File: config.mk
export PLATFORM = sky130hd
export DESIGN_NAME = msft_dv_debug_apb_arbiter_flat
export DESIGN_NICKNAME = d
export VERILOG_FILES = /design/src/rtl/msft_dv_debug_apb_arbiter_if.sv /design/src/rtl/msft_dv_debug_apb_arbiter.sv /design/src/flat_wrapper.sv
export SDC_FILE = /design/constraint.sdc
export NUM_CORES = 1
export LEC_CHECK = 0
export CAP_MARGIN = 20
export CORE_AREA = 2 2 135 137
export CTS_CLUSTER_SIZE = 16
export DETAILED_ROUTE_END_ITERATION = 12
export DIE_AREA = 0 0 137 139
export GPL_TIMING_DRIVEN = 0
export HOLD_SLACK_MARGIN = 0.1
export PLACE_DENSITY_LB_ADDON = 0.05
export SLEW_MARGIN = 25
export SYNTH_ARGS = -nofsm -noshare
export SYNTH_HDL_FRONTEND = slang
export SYNTH_SLANG_ARGS = --single-unit
File: constraint.sdc
create_clock -name clk_i -period 6.2 [get_ports clk_i]
set_input_delay 1.24 -clock clk_i [delete_from_list [all_inputs] [get_ports clk_i]]
set_output_delay 1.24 -clock clk_i [all_outputs]
set_load 0.01 [all_outputs]
File: src/rtl/msft_dv_debug_apb_arbiter_if.sv
// APB bundle for the debug fabric arbiter.
// Upstream side: NUM_MST packed master buses (master m at slice m).
// Downstream side: the single shared slave bus.
// Modport "slave" is the arbiter's view: it is the slave of the upstream
// masters and drives the downstream bus. Modport "master" is the view of
// whatever surrounds the arbiter (debug masters plus the downstream slave).
interface msft_dv_debug_apb_arbiter_if #(
  parameter int ADDR_WIDTH = 32,
  parameter int DATA_WIDTH = 32,
  parameter int NUM_MST    = 3
);

  // upstream, one lane per master
  logic [NUM_MST-1:0]            psel_i;
  logic [NUM_MST-1:0]            penable_i;
  logic [NUM_MST*ADDR_WIDTH-1:0] paddr_i;
  logic [NUM_MST*DATA_WIDTH-1:0] pwdata_i;
  logic [NUM_MST-1:0]            pwrite_i;
  logic [DATA_WIDTH-1:0]         prdata_o;
  logic [NUM_MST-1:0]            pready_o;
  logic [NUM_MST-1:0]            psuberr_o;

  // downstream, single slave bus
  logic                          psel_out_o;
  logic                          penable_out_o;
  logic [ADDR_WIDTH-1:0]         paddr_out_o;
  logic [DATA_WIDTH-1:0]         pwdata_out_o;
  logic                          pwrite_out_o;
  logic [DATA_WIDTH-1:0]         prdata_out_i;
  logic                          pready_out_i;
  logic                          psuberr_out_i;

  modport slave (
    input  psel_i, penable_i, paddr_i, pwdata_i, pwrite_i,
    output prdata_o, pready_o, psuberr_o,
    output psel_out_o, penable_out_o, paddr_out_o, pwdata_out_o, pwrite_out_o,
    input  prdata_out_i, pready_out_i, psuberr_out_i
  );

  modport master (
    output psel_i, penable_i, paddr_i, pwdata_i, pwrite_i,
    input  prdata_o, pready_o, psuberr_o,
    input  psel_out_o, penable_out_o, paddr_out_o, pwdata_out_o, pwrite_out_o,
    output prdata_out_i, pready_out_i, psuberr_out_i
  );

endinterface

File: src/rtl/msft_dv_debug_apb_arbiter.sv
// N-master to 1-slave APB arbiter for the debug APB fabric.
// Round-robin grant (searching from the last winner + 1), registered
// downstream SETUP/ACCESS sequence, optional fixed-select override.
// Every transfer is followed by one IDLE cycle, so back-to-back grants are
// three cycles apart.
//
// Build option: define MSFT_APB_ARB_TIMEOUT_EN to enable the ACCESS-phase
// watchdog. When it reaches TIMEOUT_CYCLES the granted master receives
// pready+psuberr with zero read data and the downstream bus is released.
// Without the macro ACCESS waits indefinitely and TIMEOUT_CYCLES is only
// range-checked.
module msft_dv_debug_apb_arbiter #(
  parameter int ADDR_WIDTH     = 32,
  parameter int DATA_WIDTH     = 32,
  parameter int NUM_MST        = 3,
  parameter int TIMEOUT_CYCLES = 256
) (
  input  logic                       clk_i,
  input  logic                       rst_i,
  msft_dv_debug_apb_arbiter_if.slave apb,
  input  logic                       fixed_sel_en_i,
  input  logic [$clog2(NUM_MST)-1:0] fixed_sel_i,
  output logic [NUM_MST-1:0]         grant_o
);

  localparam int IDX_W = $clog2(NUM_MST);

  localparam logic [1:0] ST_IDLE   = 2'd0;
  localparam logic [1:0] ST_SETUP  = 2'd1;
  localparam logic [1:0] ST_ACCESS = 2'd2;

  // Elaboration-time guard on the supported configuration range.
  if (NUM_MST < 2 || NUM_MST > 8 || TIMEOUT_CYCLES < 2) begin : g_bad_param
    $error("msft_dv_debug_apb_arbiter: NUM_MST must be 2..8 and TIMEOUT_CYCLES >= 2");
  end

  logic [1:0]            state_q, state_d;
  logic [NUM_MST-1:0]    grant_q, grant_d;
  logic [IDX_W-1:0]      ptr_q, ptr_d;
  logic [IDX_W-1:0]      gidx_q, gidx_d;
  logic                  psel_q, psel_d;
  logic                  pen_q, pen_d;
  logic [ADDR_WIDTH-1:0] paddr_q, paddr_d;
  logic [DATA_WIDTH-1:0] pwdata_q, pwdata_d;
  logic                  pwrite_q, pwrite_d;

  logic [NUM_MST-1:0]    eligible;
  logic                  win_found;
  logic [IDX_W-1:0]      win_idx;
  logic                  in_access;
  logic                  timeout_hit;
  logic                  xfer_done;

  assign in_access = (state_q == ST_ACCESS);

`ifdef MSFT_APB_ARB_TIMEOUT_EN
  localparam int CNT_W = $clog2(TIMEOUT_CYCLES);

  logic [CNT_W-1:0] cnt_q, cnt_d;

  // Watchdog fires on the TIMEOUT_CYCLES-th ACCESS cycle unless the slave answers in it.
  assign timeout_hit = in_access && !apb.pready_out_i &&
                       (cnt_q == CNT_W'(TIMEOUT_CYCLES - 1));

  // Counter clears while in SETUP and counts stalled ACCESS cycles.
  always_comb begin
    cnt_d = cnt_q;
    if (state_q == ST_SETUP) begin
      cnt_d = '0;
    end else if (in_access && !apb.pready_out_i && !timeout_hit) begin
      cnt_d = cnt_q + 1'b1;
    end
  end

  // Watchdog counter register.
  always_ff @(posedge clk_i) begin
    if (rst_i) begin
      cnt_q <= '0;
    end else begin
      cnt_q <= cnt_d;
    end
  end
`else
  assign timeout_hit = 1'b0;
`endif

  assign xfer_done = in_access && (apb.pready_out_i || timeout_hit);

  // Eligible requesters: all psel lanes, or only the fixed lane when the override is on.
  // An out-of-range fixed index leaves nobody eligible.
  always_comb begin
    eligible = apb.psel_i;
    if (fixed_sel_en_i) begin
      eligible = '0;
      if (int'(fixed_sel_i) < NUM_MST) begin
        eligible[fixed_sel_i] = apb.psel_i[fixed_sel_i];
      end
    end
  end

  // Round-robin search starting one past the last winner.
  always_comb begin
    int cand;
    win_found = 1'b0;
    win_idx   = '0;
    cand      = 0;
    for (int k = 1; k <= NUM_MST; k++) begin
      cand = (int'(ptr_q) + k) % NUM_MST;
      if (!win_found && eligible[cand]) begin
        win_found = 1'b1;
        win_idx   = IDX_W'(cand);
      end
    end
  end

  // Next-state logic for the IDLE -> SETUP -> ACCESS -> IDLE sequence.
  always_comb begin
    state_d  = state_q;
    grant_d  = grant_q;
    ptr_d    = ptr_q;
    gidx_d   = gidx_q;
    psel_d   = psel_q;
    pen_d    = pen_q;
    paddr_d  = paddr_q;
    pwdata_d = pwdata_q;
    pwrite_d = pwrite_q;
    case (state_q)
      ST_IDLE: begin
        if (win_found) begin
          state_d  = ST_SETUP;
          grant_d  = {{(NUM_MST-1){1'b0}}, 1'b1} << win_idx;
          gidx_d   = win_idx;
          psel_d   = 1'b1;
          pen_d    = 1'b0;
          paddr_d  = apb.paddr_i[int'(win_idx)*ADDR_WIDTH +: ADDR_WIDTH];
          pwdata_d = apb.pwdata_i[int'(win_idx)*DATA_WIDTH +: DATA_WIDTH];
          pwrite_d = apb.pwrite_i[win_idx];
        end
      end
      ST_SETUP: begin
        state_d = ST_ACCESS;
        pen_d   = 1'b1;
      end
      ST_ACCESS: begin
        // Address/data stay frozen until the slave (or the watchdog) ends the transfer.
        if (xfer_done) begin
          state_d = ST_IDLE;
          psel_d  = 1'b0;
          pen_d   = 1'b0;
          grant_d = '0;
          ptr_d   = gidx_q;
        end
      end
      default: begin
        state_d = ST_IDLE;
        psel_d  = 1'b0;
        pen_d   = 1'b0;
        grant_d = '0;
      end
    endcase
  end

  // State and downstream bus registers; reset aborts any transfer in flight.
  always_ff @(posedge clk_i) begin
    if (rst_i) begin
      state_q  <= ST_IDLE;
      grant_q  <= '0;
      ptr_q    <= IDX_W'(NUM_MST - 1);
      gidx_q   <= '0;
      psel_q   <= 1'b0;
      pen_q    <= 1'b0;
      paddr_q  <= '0;
      pwdata_q <= '0;
      pwrite_q <= 1'b0;
    end else begin
      state_q  <= state_d;
      grant_q  <= grant_d;
      ptr_q    <= ptr_d;
      gidx_q   <= gidx_d;
      psel_q   <= psel_d;
      pen_q    <= pen_d;
      paddr_q  <= paddr_d;
      pwdata_q <= pwdata_d;
      pwrite_q <= pwrite_d;
    end
  end

  // Response routing: only the granted master, only in ACCESS, and only if it
  // is still in its enable phase. Reset suppresses the response of an aborted transfer.
  always_comb begin
    apb.pready_o  = '0;
    apb.psuberr_o = '0;
    if (in_access && !rst_i) begin
      if (apb.pready_out_i || timeout_hit) begin
        apb.pready_o = grant_q & apb.penable_i;
      end
      if ((apb.pready_out_i && apb.psuberr_out_i) || timeout_hit) begin
        apb.psuberr_o = grant_q & apb.penable_i;
      end
    end
  end

  assign apb.prdata_o      = timeout_hit ? '0 : apb.prdata_out_i;
  assign apb.psel_out_o    = psel_q;
  assign apb.penable_out_o = pen_q;
  assign apb.paddr_out_o   = paddr_q;
  assign apb.pwdata_out_o  = pwdata_q;
  assign apb.pwrite_out_o  = pwrite_q;
  assign grant_o           = grant_q;

endmodule

File: src/flat_wrapper.sv
// flat-port wrapper written by rule: the top's interface ports become plain ports
module msft_dv_debug_apb_arbiter_flat 
#(
  parameter int ADDR_WIDTH     = 32,
  parameter int DATA_WIDTH     = 32,
  parameter int NUM_MST        = 3,
  parameter int TIMEOUT_CYCLES = 256
)
  (clk_i, rst_i, fixed_sel_en_i, fixed_sel_i, grant_o, apb_psel_i, apb_penable_i, apb_paddr_i, apb_pwdata_i, apb_pwrite_i, apb_prdata_o, apb_pready_o, apb_psuberr_o, apb_psel_out_o, apb_penable_out_o, apb_paddr_out_o, apb_pwdata_out_o, apb_pwrite_out_o, apb_prdata_out_i, apb_pready_out_i, apb_psuberr_out_i);
  msft_dv_debug_apb_arbiter_if #(.ADDR_WIDTH(ADDR_WIDTH), .DATA_WIDTH(DATA_WIDTH), .NUM_MST(NUM_MST)) apb_i ();
  input  logic clk_i;
  input  logic rst_i;
  input  logic fixed_sel_en_i;
  input  logic [$clog2(NUM_MST)-1:0] fixed_sel_i;
  output logic [NUM_MST-1:0] grant_o;
  input wire logic [$bits(apb_i.psel_i)-1:0] apb_psel_i;
  input wire logic [$bits(apb_i.penable_i)-1:0] apb_penable_i;
  input wire logic [$bits(apb_i.paddr_i)-1:0] apb_paddr_i;
  input wire logic [$bits(apb_i.pwdata_i)-1:0] apb_pwdata_i;
  input wire logic [$bits(apb_i.pwrite_i)-1:0] apb_pwrite_i;
  output wire logic [$bits(apb_i.prdata_o)-1:0] apb_prdata_o;
  output wire logic [$bits(apb_i.pready_o)-1:0] apb_pready_o;
  output wire logic [$bits(apb_i.psuberr_o)-1:0] apb_psuberr_o;
  output wire logic [$bits(apb_i.psel_out_o)-1:0] apb_psel_out_o;
  output wire logic [$bits(apb_i.penable_out_o)-1:0] apb_penable_out_o;
  output wire logic [$bits(apb_i.paddr_out_o)-1:0] apb_paddr_out_o;
  output wire logic [$bits(apb_i.pwdata_out_o)-1:0] apb_pwdata_out_o;
  output wire logic [$bits(apb_i.pwrite_out_o)-1:0] apb_pwrite_out_o;
  input wire logic [$bits(apb_i.prdata_out_i)-1:0] apb_prdata_out_i;
  input wire logic [$bits(apb_i.pready_out_i)-1:0] apb_pready_out_i;
  input wire logic [$bits(apb_i.psuberr_out_i)-1:0] apb_psuberr_out_i;
  assign apb_i.psel_i = apb_psel_i;
  assign apb_i.penable_i = apb_penable_i;
  assign apb_i.paddr_i = apb_paddr_i;
  assign apb_i.pwdata_i = apb_pwdata_i;
  assign apb_i.pwrite_i = apb_pwrite_i;
  assign apb_prdata_o = apb_i.prdata_o;
  assign apb_pready_o = apb_i.pready_o;
  assign apb_psuberr_o = apb_i.psuberr_o;
  assign apb_psel_out_o = apb_i.psel_out_o;
  assign apb_penable_out_o = apb_i.penable_out_o;
  assign apb_paddr_out_o = apb_i.paddr_out_o;
  assign apb_pwdata_out_o = apb_i.pwdata_out_o;
  assign apb_pwrite_out_o = apb_i.pwrite_out_o;
  assign apb_i.prdata_out_i = apb_prdata_out_i;
  assign apb_i.pready_out_i = apb_pready_out_i;
  assign apb_i.psuberr_out_i = apb_psuberr_out_i;
  msft_dv_debug_apb_arbiter #(.ADDR_WIDTH(ADDR_WIDTH), .DATA_WIDTH(DATA_WIDTH), .NUM_MST(NUM_MST), .TIMEOUT_CYCLES(TIMEOUT_CYCLES)) u_core (.clk_i(clk_i), .rst_i(rst_i), .apb(apb_i), .fixed_sel_en_i(fixed_sel_en_i), .fixed_sel_i(fixed_sel_i), .grant_o(grant_o));
endmodule
==> flow_summary.toml <==
[worst_setup_path]
crit_type = "in -> out"
cpMostUsedCell = "clkdlybuf4s50_1"
crit_path_max_fanout = 4
endpoint_kind = "output port"
reg2reg_depth = 8
worstPathArrival_ps = 3000
r2r_end = "u_core.apb.pwdata_out_o[4]"
rrSetupSlack_ps = 3510
r2r_start = "u_core.ptr_q[0]"
crit_path_start_kind = "primary input"
required_ps = 4960
worst_path_max_delay_cell = "clkdlybuf4s50_1"
crit_chain = "clkdlybuf4s50_1, nand3b_1, nor2_1, and3_1, and2_1, clkdlybuf4s50_1"
crit_buf_inv = 2
critical-path-top-delay-family = "buffers and inverters"
cpPeakStageDelay_ps = 540

[floorplanning]
fp.dieH_um = 139
die_w_um = 137
coreArea_um2 = 17700
rows = 49
io_pins = 348
start_util_pct = 24.1
dieArea_um2 = 19000

[hold_path]
hold_path_class = "reg -> reg"
hold_start = "u_core.gidx_q[1]"
whs_endpoint = "u_core.gidx_q[1]"
hold_depth = 2

[global_route]
grt_use_total_pct = 19.7
grt_start_max_net_pins = 13
grt_pass1_wl_mm = 29.1
overflow = 0
grt_pass1_vias = 5393
grt_antenna_before_repair = 0

[pwr]
p_int_uw = 1350
switching_share_pct = 31.3
p_per_area_nw_per_um2 = 246
irDropWorstVdd_uv = 137
power.share.clock_pct = 29.9
total_power_uw = 1970
p_comb_share_pct = 38.8
p_leak_uw = 0.00294
pwr-share-seq_pct = 31.3
switchingPower_uw = 618

[cts]
clk_path_buf_depth = 2
clock_latency_ps = 350
htree_levels = 3
numCtsBuffers = 9
clockRootBuffer = "clkbuf_16"
post_cts_buffers = 0
holdBufCountCts = 0
path_clk_slew_ps = 60
ctsResizeCount = 0
tritoncts = "built"
clock-sinks = 75

[yosys]
synth_warnings = 0
yosysMostFrequentCell = "dfxtp_1"
synth-seq-cells = 75
syn_area_um2 = 4250
synth.distinct_cells = 45
synthFlopType = "dfxtp_1"
synth_top_area_share_pct = 35.3
syn_nets = 765
synth.largest_area_cell = "dfxtp_1"
yosysSeqAreaShare_pct = 35.3
synth_edf_count = 0
syn_inst = 523
async_reset_ff_share_pct = 0
synth.avg_cell_area_um2 = 8.13
synth_area_leaders = "dfxtp_1 (35%), o21ai_0 (7.7%), o21bai_1 (7.1%)"
yosys-top-cells-count = "dfxtp_1 (75), o21ai_0 (65), nand2_1 (44)"

[final_layout]
fin_nets = 1090
antennaDiodeCount = 0
drive_gt1_share_pct = 11.4
n_fill_cell = 1737
design_area_um2 = 8010
fin_util_pct = 45.4
regArea_um2 = 1500
syn_to_final_growth_pct = 88.4
multiInputGateArea_um2 = 2250

[placed_design]
port_buffers = 314
dpl.hpwl_mm = 15.3
globalplace.congestion = 0.836
pre_cts_ws_ps = 1960
postPlaceCellArea_um2 = 7680

[timing]
slew_viol_final = 0
setup_viol = 0
final.setup.worst_slack_ps = 1960
timing.final.crit_period_ps = 4240
fin_crit_sh_pct = 68.4
max_freq_ghz = 0.236
tns_ps = 0
relSlewSlack_pct = 52.5
rsz0062_at_grt = "no"
worst_slew_pin_slew_ps = 713
hold_violations = 0
fin_skew_ps = 6.47

[detailed_routing]
ant_nets = 0
wire_per_inst_um = 18.0
wl_mm = 19.4
drt-vias-per-instance = 4.86
vias = 5260
first_pass_iters = 5
first_iter_violations = 259
drc = 0

[status]
outcome = "finished clean"

[run]
drv_cap = 0
==> placed cells by master, fill, tap and decap left out, drive strengths merged, types with 2 or more instances in the layout <==
cell             n
o21a             2
o21bai          40
nand3b           3
dfxtp           75
and3             3
buf             49
nand2b           2
clkinv           3
o2111ai          2
a21oi           42
o21ai           67
nor2            32
a32o             2
nand2           44
ha               2
clkbuf          46
inv              5
o211ai           2
and2             5
a311oi          26
bufinv           2
a211oi           2
nor3             2
a22oi           27
clkdlybuf4s50  314
a31oi           40
nand3            2
==> sequential cells by signal, indices dropped and copies added (netlist names) <==
signal	cells
u_core.apb.paddr_out_o	32
u_core.apb.penable_out_o	1
u_core.apb.psel_out_o	1
u_core.apb.pwdata_out_o	32
u_core.apb.pwrite_out_o	1
u_core.gidx_q	2
u_core.grant_o	3
u_core.ptr_q	2
u_core.state_q	1
==> worst min-delay path: cells and delay by family, from the launching register on <==
| kind | cells | cell delay [ps] |
|---|---|---|
| AND/OR/NAND/NOR | 1 | 50 |
| AO/OA/AOI/OAI | 1 | 50 |
| flip-flops | 1 | 310 |
==> logic make-up (layout without fill, tap and decap cells) <==
family / after synthesis / in the layout / synth area share, %
multiplexers: 1 / 1 / 0.235
buffers and inverters: 89 / 419 / 11.8
flip-flops: 75 / 75 / 35.3
AND/OR/NAND/NOR: 98 / 98 / 10.2
AO/OA/AOI/OAI: 258 / 258 / 41.9
adder cells (fa/ha/maj): 2 / 2 / 0.588
==> per-layer routing <==
metal  global-route usage, %  routed length [um]
met1                    23.0                7650
met3                    5.99                1860
met2                    33.8                9510
met5                       0                   0
met4                    7.22                 426
==> area by class of cell <==
class	instances	share of cell area (%)
multi-input cells	359	28.1
clock inverters	5	0.937
plain buffers	84	6.03
inverters	5	0.234
flip-flops and latches	75	18.7
well taps	229	3.58
repair buffers	314	39.2
clock buffers	11	3.16
==> power by group through the flow <==
stage	Clock [uW]	Combinational [uW]	Sequential, uW
finish	589	765	617
global route	621	831	628
CTS	604	774	617
detailed placement	0	770	627
global placement	0	767	623
floorplan	0	300	663
==> per-stage QoR <==
step	std cells	hold WS [ps]
global placement	1066	446
floorplan	523	433
global route	1082	495
detailed placement	1066	457
CTS	1082	465
finish	1082	460
==> worst max-delay path by stage <==
stage | cells after the start | slack (ps) | start | endpoint
finish | 6 | 1960 | apb_pready_out_i | apb_psuberr_o[2]
global route | 6 | 1820 | apb_pready_out_i | apb_psuberr_o[2]
CTS | 6 | 1950 | apb_pready_out_i | apb_psuberr_o[2]
detailed placement | 6 | 1960 | apb_pready_out_i | apb_psuberr_o[2]
global placement | 6 | 1970 | apb_pready_out_i | apb_psuberr_o[1]
floorplan | 4 | 2980 | rst_i | apb_psuberr_o[0]
(Power assumes the default switching activity.)
